===== config.mk =====
export PLATFORM = sky130hd
export DESIGN_NAME = alu_issue_ctrl
export DESIGN_NICKNAME = d
export VERILOG_FILES = /design/src/rtl/alu_pkg.sv /design/src/rtl/alu_op_decode.sv /design/src/rtl/alu_issue_ctrl.sv
export SDC_FILE = /design/constraint.sdc
export NUM_CORES = 1
export LEC_CHECK = 0
export CORE_MARGIN = 2
export CORE_UTILIZATION = 40
export CTS_BUF_LIST = sky130_fd_sc_hd__clkbuf_8
export DETAILED_ROUTE_END_ITERATION = 6
export GPL_TIMING_DRIVEN = 0
export PLACE_DENSITY = 0.83
export SETUP_SLACK_MARGIN = 0.5
export SYNTH_ARGS = -nofsm -noshare
export SYNTH_HDL_FRONTEND = slang
export SYNTH_SLANG_ARGS = --single-unit

===== constraint.sdc =====
create_clock -name clk -period 3 [get_ports clk]
set_input_delay 0.6 -clock clk [delete_from_list [all_inputs] [get_ports clk]]
set_output_delay 0.6 -clock clk [all_outputs]
set_load 0.05 [all_outputs]

===== src/rtl/alu_pkg.sv =====
// Shared constants for the ALU issue controller: ALU op codes, MIPS funct/ALUOp
// encodings and the controller FSM state encoding.
package alu_pkg;

   localparam logic [3:0] OP_AND = 4'd0;
   localparam logic [3:0] OP_OR  = 4'd1;
   localparam logic [3:0] OP_SUB = 4'd6;
   localparam logic [3:0] OP_SLT = 4'd7;
   localparam logic [3:0] OP_NOR = 4'd12;
   localparam logic [3:0] OP_ADD = 4'd15;

   localparam logic [5:0] FUNCT_ADD = 6'h20;
   localparam logic [5:0] FUNCT_SUB = 6'h22;
   localparam logic [5:0] FUNCT_AND = 6'h24;
   localparam logic [5:0] FUNCT_OR  = 6'h25;
   localparam logic [5:0] FUNCT_NOR = 6'h27;
   localparam logic [5:0] FUNCT_SLT = 6'h2A;

   localparam logic [1:0] ALUOP_ADD   = 2'b00;
   localparam logic [1:0] ALUOP_SUB   = 2'b01;
   localparam logic [1:0] ALUOP_RTYPE = 2'b10;
   localparam logic [1:0] ALUOP_ILL   = 2'b11;

   typedef enum logic [1:0] {
      ST_IDLE = 2'd0,
      ST_EXEC = 2'd1,
      ST_DONE = 2'd2
   } state_e;

endpackage


===== src/rtl/alu_op_decode.sv =====
// Combinational MIPS ALUOp/funct decode into the ALU 4-bit op code plus an
// illegal flag for undecodable requests.
module alu_op_decode
   import alu_pkg::*;
(
   input  logic [1:0] aluop,
   input  logic [5:0] funct,
   output logic [3:0] op,
   output logic       illegal
);

   always_comb begin
      op      = OP_ADD;
      illegal = 1'b0;
      case (aluop)
         ALUOP_ADD: op = OP_ADD;
         ALUOP_SUB: op = OP_SUB;
         ALUOP_RTYPE: begin
            case (funct)
               FUNCT_ADD: op = OP_ADD;
               FUNCT_SUB: op = OP_SUB;
               FUNCT_AND: op = OP_AND;
               FUNCT_OR:  op = OP_OR;
               FUNCT_NOR: op = OP_NOR;
               FUNCT_SLT: op = OP_SLT;
               default:   illegal = 1'b1;
            endcase
         end
         ALUOP_ILL: illegal = 1'b1;
         default:   illegal = 1'b1;
      endcase
   end

endmodule


===== src/rtl/alu_issue_ctrl.sv =====
// Issues one operation at a time to the 32-bit combinational ALU and returns
// r/zero over a valid/ready handshake. Optional perf counter: ALU_ISSUE_PERF_EN.
//
// state | meaning
// IDLE  | ready for a request; operands/op captured on in_valid
// EXEC  | ALU settling on registered operands; result captured at end
// DONE  | result presented until the consumer takes it
module alu_issue_ctrl
   import alu_pkg::*;
#(
   parameter int W = 32
) (
   input  logic         clk,
   input  logic         rst_n,
   input  logic         in_valid,
   output logic         in_ready,
   input  logic [1:0]   aluop,
   input  logic [5:0]   funct,
   input  logic [W-1:0] a,
   input  logic [W-1:0] b,
   output logic [W-1:0] alu_x,
   output logic [W-1:0] alu_y,
   output logic [3:0]   alu_op,
   input  logic [W-1:0] alu_r,
   input  logic         alu_zero,
   output logic         out_valid,
   input  logic         out_ready,
   output logic [W-1:0] out_r,
   output logic         out_zero,
   output logic         out_err
`ifdef ALU_ISSUE_PERF_EN
   ,
   output logic [15:0]  perf_cnt
`endif
);

   state_e         state_q;
   logic           in_ready_q;
   logic           out_valid_q;
   logic [W-1:0]   out_r_q;
   logic           out_zero_q;
   logic           out_err_q;
   logic [W-1:0]   alu_x_q;
   logic [W-1:0]   alu_y_q;
   logic [3:0]     alu_op_q;
   logic [3:0]     dec_op;
   logic           dec_illegal;

   alu_op_decode u_dec (
      .aluop   (aluop),
      .funct   (funct),
      .op      (dec_op),
      .illegal (dec_illegal)
   );

   always_ff @(posedge clk) begin
      if (!rst_n) begin
         state_q     <= ST_IDLE;
         in_ready_q  <= 1'b1;
         out_valid_q <= 1'b0;
         out_r_q     <= '0;
         out_zero_q  <= 1'b0;
         out_err_q   <= 1'b0;
         alu_x_q     <= '0;
         alu_y_q     <= '0;
         alu_op_q    <= OP_ADD;
      end else begin
         case (state_q)
            ST_IDLE: begin
               if (in_valid) begin
                  alu_x_q    <= a;
                  alu_y_q    <= b;
                  in_ready_q <= 1'b0;
                  // Illegal requests keep the previous op so the ALU never sees garbage.
                  if (dec_illegal) begin
                     out_r_q     <= '0;
                     out_zero_q  <= 1'b0;
                     out_err_q   <= 1'b1;
                     out_valid_q <= 1'b1;
                     state_q     <= ST_DONE;
                  end else begin
                     alu_op_q <= dec_op;
                     state_q  <= ST_EXEC;
                  end
               end
            end
            ST_EXEC: begin
               out_r_q     <= alu_r;
               out_zero_q  <= alu_zero;
               out_err_q   <= 1'b0;
               out_valid_q <= 1'b1;
               state_q     <= ST_DONE;
            end
            ST_DONE: begin
               if (out_ready) begin
                  out_valid_q <= 1'b0;
                  in_ready_q  <= 1'b1;
                  state_q     <= ST_IDLE;
               end
            end
            default: begin
               out_valid_q <= 1'b0;
               in_ready_q  <= 1'b1;
               state_q     <= ST_IDLE;
            end
         endcase
      end
   end

`ifdef ALU_ISSUE_PERF_EN
   logic [15:0] perf_cnt_q;

   always_ff @(posedge clk) begin
      if (!rst_n) begin
         perf_cnt_q <= '0;
      end else if (out_valid_q && out_ready && !out_err_q && perf_cnt_q != 16'hFFFF) begin
         perf_cnt_q <= perf_cnt_q + 16'd1;
      end
   end

   assign perf_cnt = perf_cnt_q;
`endif

   assign in_ready  = in_ready_q;
   assign out_valid = out_valid_q;
   assign out_r     = out_r_q;
   assign out_zero  = out_zero_q;
   assign out_err   = out_err_q;
   assign alu_x     = alu_x_q;
   assign alu_y     = alu_y_q;
   assign alu_op    = alu_op_q;

endmodule

Word level (Yosys, flattened, before mapping)
Cells that the tools add are included.

Bitwise logic cells: 2. Equality and inequality tests: 14. Mux-type cells: 22. Reduce and logical (&&, ||, !) cells: 9.

Operators by type and width (count): $mux 32 (2); $pmux 32 s2 (1); $eq 6x6->1 const B (6); $pmux 4 s5 (1); $reduce_and 3->1 (4); $mux 1 (8); $pmux 4 s2 (1); $eq 2x2->1 const B (3); $mux 2 (3); $ne 2x2->1 const B (3); $pmux 1 s2 (3); $pmux 1 s3 (2); $pmux 2 s3 (1); $reduce_or 6->1 (1); $eq 2x1->1 const B (2); $reduce_and 2->1 (2); $logic_not 2->1 (1); $not 1->1 (2); $reduce_bool 2->1 (1).

Logic and storage cells: 56. Bits in registers: 106. Output and inout bits: 104.

Depth between registers and ports, before layout
Depth in word-level cells: 7. Mapped depth: 8. Gate-level depth less buffers: 6.

Cells and area by module
From an unflattened synthesis, not the netlist that was laid out.

Cells, all modules: 425. Area, all modules: 3923.8 um^2.

By module, submodules not included: alu_issue_ctrl (cells each 399, area an instance 3741.1 um^2, instances 1, seq. area each 2122.0 um^2); alu_op_decode (cells each 26, area an instance 182.7 um^2, instances 1, seq. area each 0.0 um^2).

Worst setup path after synthesis
OpenSTA, ideal clock, no wires.

Kind: input to register. Start: input port funct[4]. End: register alu_op_q[2], in the netlist alu_op[2]. Path buffers: 1. Stages: 6. Setup time: 0.124 ns. Slack: 0.982 ns. Arrival time: 1.895 ns. Path through: nand2b_4 > or4_4 > a211o_1 > buf_2 > nor3_1 > a31oi_1.

Word-level cells in the longest chain between the ends: 6.

RTL lines: start: declaration (RTL line alu_issue_ctrl.sv:18) `input logic [5:0] funct,`; $eq 6x6->1 (RTL line alu_op_decode.sv:19) `case (funct)`; $reduce_or 6->1 (no source line); $mux 1 (RTL line alu_op_decode.sv:19); $pmux 1 s2 (RTL line alu_op_decode.sv:15) `case (aluop)`; $not 1->1 (no source line); $reduce_and 3->1 (no source line); end signal: assignment (RTL line alu_issue_ctrl.sv:82) `alu_op_q <= dec_op;`; end: declaration (RTL line alu_issue_ctrl.sv:45) `logic [3:0] alu_op_q;`.

Several ways; a longest one is shown, not always the timed one. A chain may end at the register's enable or synchronous reset.

Worst setup path after layout
Start: input port funct[1]. End: register out_r_q[8], in the netlist out_r[8].

Word-level cells in the longest chain between the ends: 6.

RTL lines: $eq 6x6->1 (RTL line alu_op_decode.sv:19); $reduce_or 6->1 (no source line) *; $mux 1 * (RTL line alu_op_decode.sv:19); $pmux 1 s2 * (RTL line alu_op_decode.sv:15); $ne 2x2->1 (no source line) *; $reduce_and 3->1 (no source line) *; end signal: assignment (RTL line alu_issue_ctrl.sv:88) `out_r_q <= alu_r;`; end: declaration (RTL line alu_issue_ctrl.sv:40) `logic [W-1:0] out_r_q;`.

Every way passes the cells marked *; elsewhere a longest branch is shown, timed or not.

==> flow_summary.ini <==
[outcome]
outcome = finished clean

[worst_setup_path]
cpMostUsedCell = buf_12
worstPathMaxFanout = 10
path_delay_family = buffers and inverters
critPathSlowestCell = clkdlybuf4s50_1
crit_required_ps = 3230
crit_type = primary input to flop
startpoint_type = primary input
critPathArrivalTime_ps = 2500
worst-path-buf-inv = 3
cp-end-kind = flop
crit_chain = clkdlybuf4s50_1 -> and2b_1 -> o31a_1 -> a31oi_4 -> and2_4 -> buf_12 -> buf_12 -> a22o_1
slowest_delay_ps = 530

[power]
total_power_mw = 3.22
switching_share_pct = 32.4
peakVddDrop_mv = 0.253
power.leakage_nw = 2.35
clockPowerShare_pct = 25.2
switching_power_mw = 1.04
p_int_mw = 2.17
pwr-share-seq_pct = 47.7
combPwrFrac_pct = 27.1
power.density_nw_per_um2 = 515

[detailed_routing]
vias = 3765
drt_iter0_drc = 99
drt_wl_total_mm = 11.4
wl_per_cell_microns = 14.6
antenna_left = 0
dr.pass1.iters = 4
route.detailed.drc = 0
routed_via_density = 4.84

[synthesis]
synth.avg_cell_area_sq_um = 8.97
yosys_most_used_dff = dfxtp_1
synth_edf_count = 0
synth_top_area_share_pct = 55.9
synth_area_leaders = dfxtp_1, nand2_1, a21oi_1, a22o_1, buf_12
syn_nets = 535
synth_cell_types = 34
yosysWarnings = 0
seq_area_frac_synth_pct = 55.9
yosys.area.top_type = dfxtp_1
postSynthCellCount = 423
postSynthRegisterBits = 106
synthArstFlopShare_pct = 0
syn_area_sq_um = 3790

[timing]
setup_tns_ps = 0
hold_viol = 0
maxSlewHeadroom_pct = 53.7
max_freq_mhz = 440
fin_skew_ps = 14.1
worstMarginPinSlew_ps = 693
finalSetupViolations = 0
period_needed_ps = 2270
min_period_over_period_pct = 75.7
setup_ws_ps = 728
rsz0062_at_grt = false
holdWs_ps = 458
slew_violations = 0

[global_route]
antenna_found_initial = 0
grt.total_usage_pct = 21.8
grt_pass1_wl_mm = 17.8
first_global_vias = 3672
grt-ovfl-total = 0
grt_max_degree = 18

[final_layout]
n_antenna_cell = 0
fillCellCount = 777
register_area_sq_um = 2120
syn_to_final_growth_pct = 64.5
fin_area_sq_um = 6240
final_util_pct = 67.6
nNetsFinal = 757
multiInputGateArea_sq_um = 1470
layout.cells.non_filler = 778
layout-drive-gt1-share_pct = 3.85

[placement]
place.gp.congestion = 0.820
dp_slack_ps = 408
dp_cells = 763
post-dp-hpwl_mm = 8.87
port_buffers = 211
dpl_cell_area_sq_um = 6070

[clock_network]
cts_hold_buf = 0
cts_root_buffer = clkbuf_8
postCtsSetupBuffers = 0
cts_buffer_depth = 2
clk_pin_slew_ps = 90
cts-buffers-inserted = 9
clkSinkCount = 106
ctsHtreeMaxLevel = 3
cts_tree = done
cts_resized = 0
clock_latency_ps = 350

[floorplan]
core_area_sq_um = 9240
initial_core_util_pct = 41.1
die_y_microns = 101
dieWidth_microns = 101
ios = 213
die_area_sq_um = 10300
core.rowCount = 35

[worst_hold_path]
hp-class = flop to flop

[flow_run]
timing.max_cap.violations = 0
Yosys cell counts (2+ instances only):
cell / instances
nand2_1: 133
dfxtp_1: 106
a21oi_1: 69
a22o_1: 33
clkbuf_1: 18
nor2_1: 8
buf_1: 7
inv_1: 5
a31oi_1: 4
buf_12: 4
nor2b_1: 4
ha_1: 3
nor3_1: 3
buf_2: 2
mux2i_1: 2
nor4_1: 2
o21ai_0: 2
o31ai_1: 2
flip-flops by register name (all words and copies together), names as in the netlist:
signal     cells
in_ready       1
out_err        1
state_q        2
out_valid      1
alu_x         32
out_r         32
alu_y         32
out_zero       1
alu_op         4
routing by layer:
layer | vias up | GRT usage, % | part of all wire (%)
met4 | 0 | 8.52 | 2.1
met3 | 19 | 4.28 | 5.1
met1 | 1752 | 27.0 | 41
met5 | - | 0 | 0
met2 | 125 | 37.4 | 51
li1 | 1869 | - | -
cell families (layout without fill, tap and decap cells):
group	count (synthesis)	count (layout)	synth area share, %
buffers and inverters	37	263	5.44
AO/OA/AOI/OAI	115	115	19.5
flip-flops	106	106	55.9
multiplexers	2	2	0.528
adder cells (fa/ha/maj)	3	3	0.990
AND/OR/NAND/NOR	160	160	17.6
worst register-to-register path: cells and delay by family, from the launching register on:
family / cells / cell delay (ps)
buffers and inverters: 3 / 1110
AND/OR/NAND/NOR: 3 / 340
flip-flops: 1 / 320
AO/OA/AOI/OAI: 1 / 180
path summary, 6_finish.rpt:
check,startpoint,to,slack (ps),depth (start not counted)
min reg2reg,alu_y[6]$_SDFFE_PN0P_,alu_y[6]$_SDFFE_PN0P_,460,2
max,funct[1],out_r[8]$_SDFFE_PN0P_,730,8
min,alu_y[6]$_SDFFE_PN0P_,alu_y[6]$_SDFFE_PN0P_,460,2
max reg2reg,state_q[1]$_SDFFE_PN0P_,alu_x[9]$_SDFFE_PN0P_,990,7
power groups by stage:
stage,combinational [mW],clock (mW),sequential (mW)
finish,0.870,0.811,1.53
global route,0.926,0.890,1.54
CTS,0.874,0.829,1.53
detailed placement,0.871,0,1.57
global placement,0.856,0,1.56
floorplan,0.217,0,1.85
cell usage in the layout (no fill, tap or decap), types with 3 or more instances in the layout:
master,Yosys,routed
clkdlybuf4s50_1,0,211
nand2_1,133,133
dfxtp_1,106,106
a21oi_1,69,69
a22o_1,33,33
clkbuf_1,18,18
clkbuf_8,0,10
nor2_1,8,8
buf_1,7,7
inv_1,5,6
nor2b_1,4,4
a31oi_1,4,4
buf_12,4,4
nor3_1,3,3
ha_1,3,3
inv_6,0,3
final cells by class:
| type | instances | area share [%] |
|---|---|---|
| clock inverters | 5 | 0.601 |
| well taps | 129 | 2.59 |
| repair buffers | 211 | 33.8 |
| multi-input cells | 280 | 23.5 |
| flip-flops and latches | 106 | 34.0 |
| plain buffers | 31 | 2.95 |
| clock buffers | 10 | 2.20 |
| inverters | 6 | 0.361 |
No activity file was read; power rests on OpenSTA's default activity.
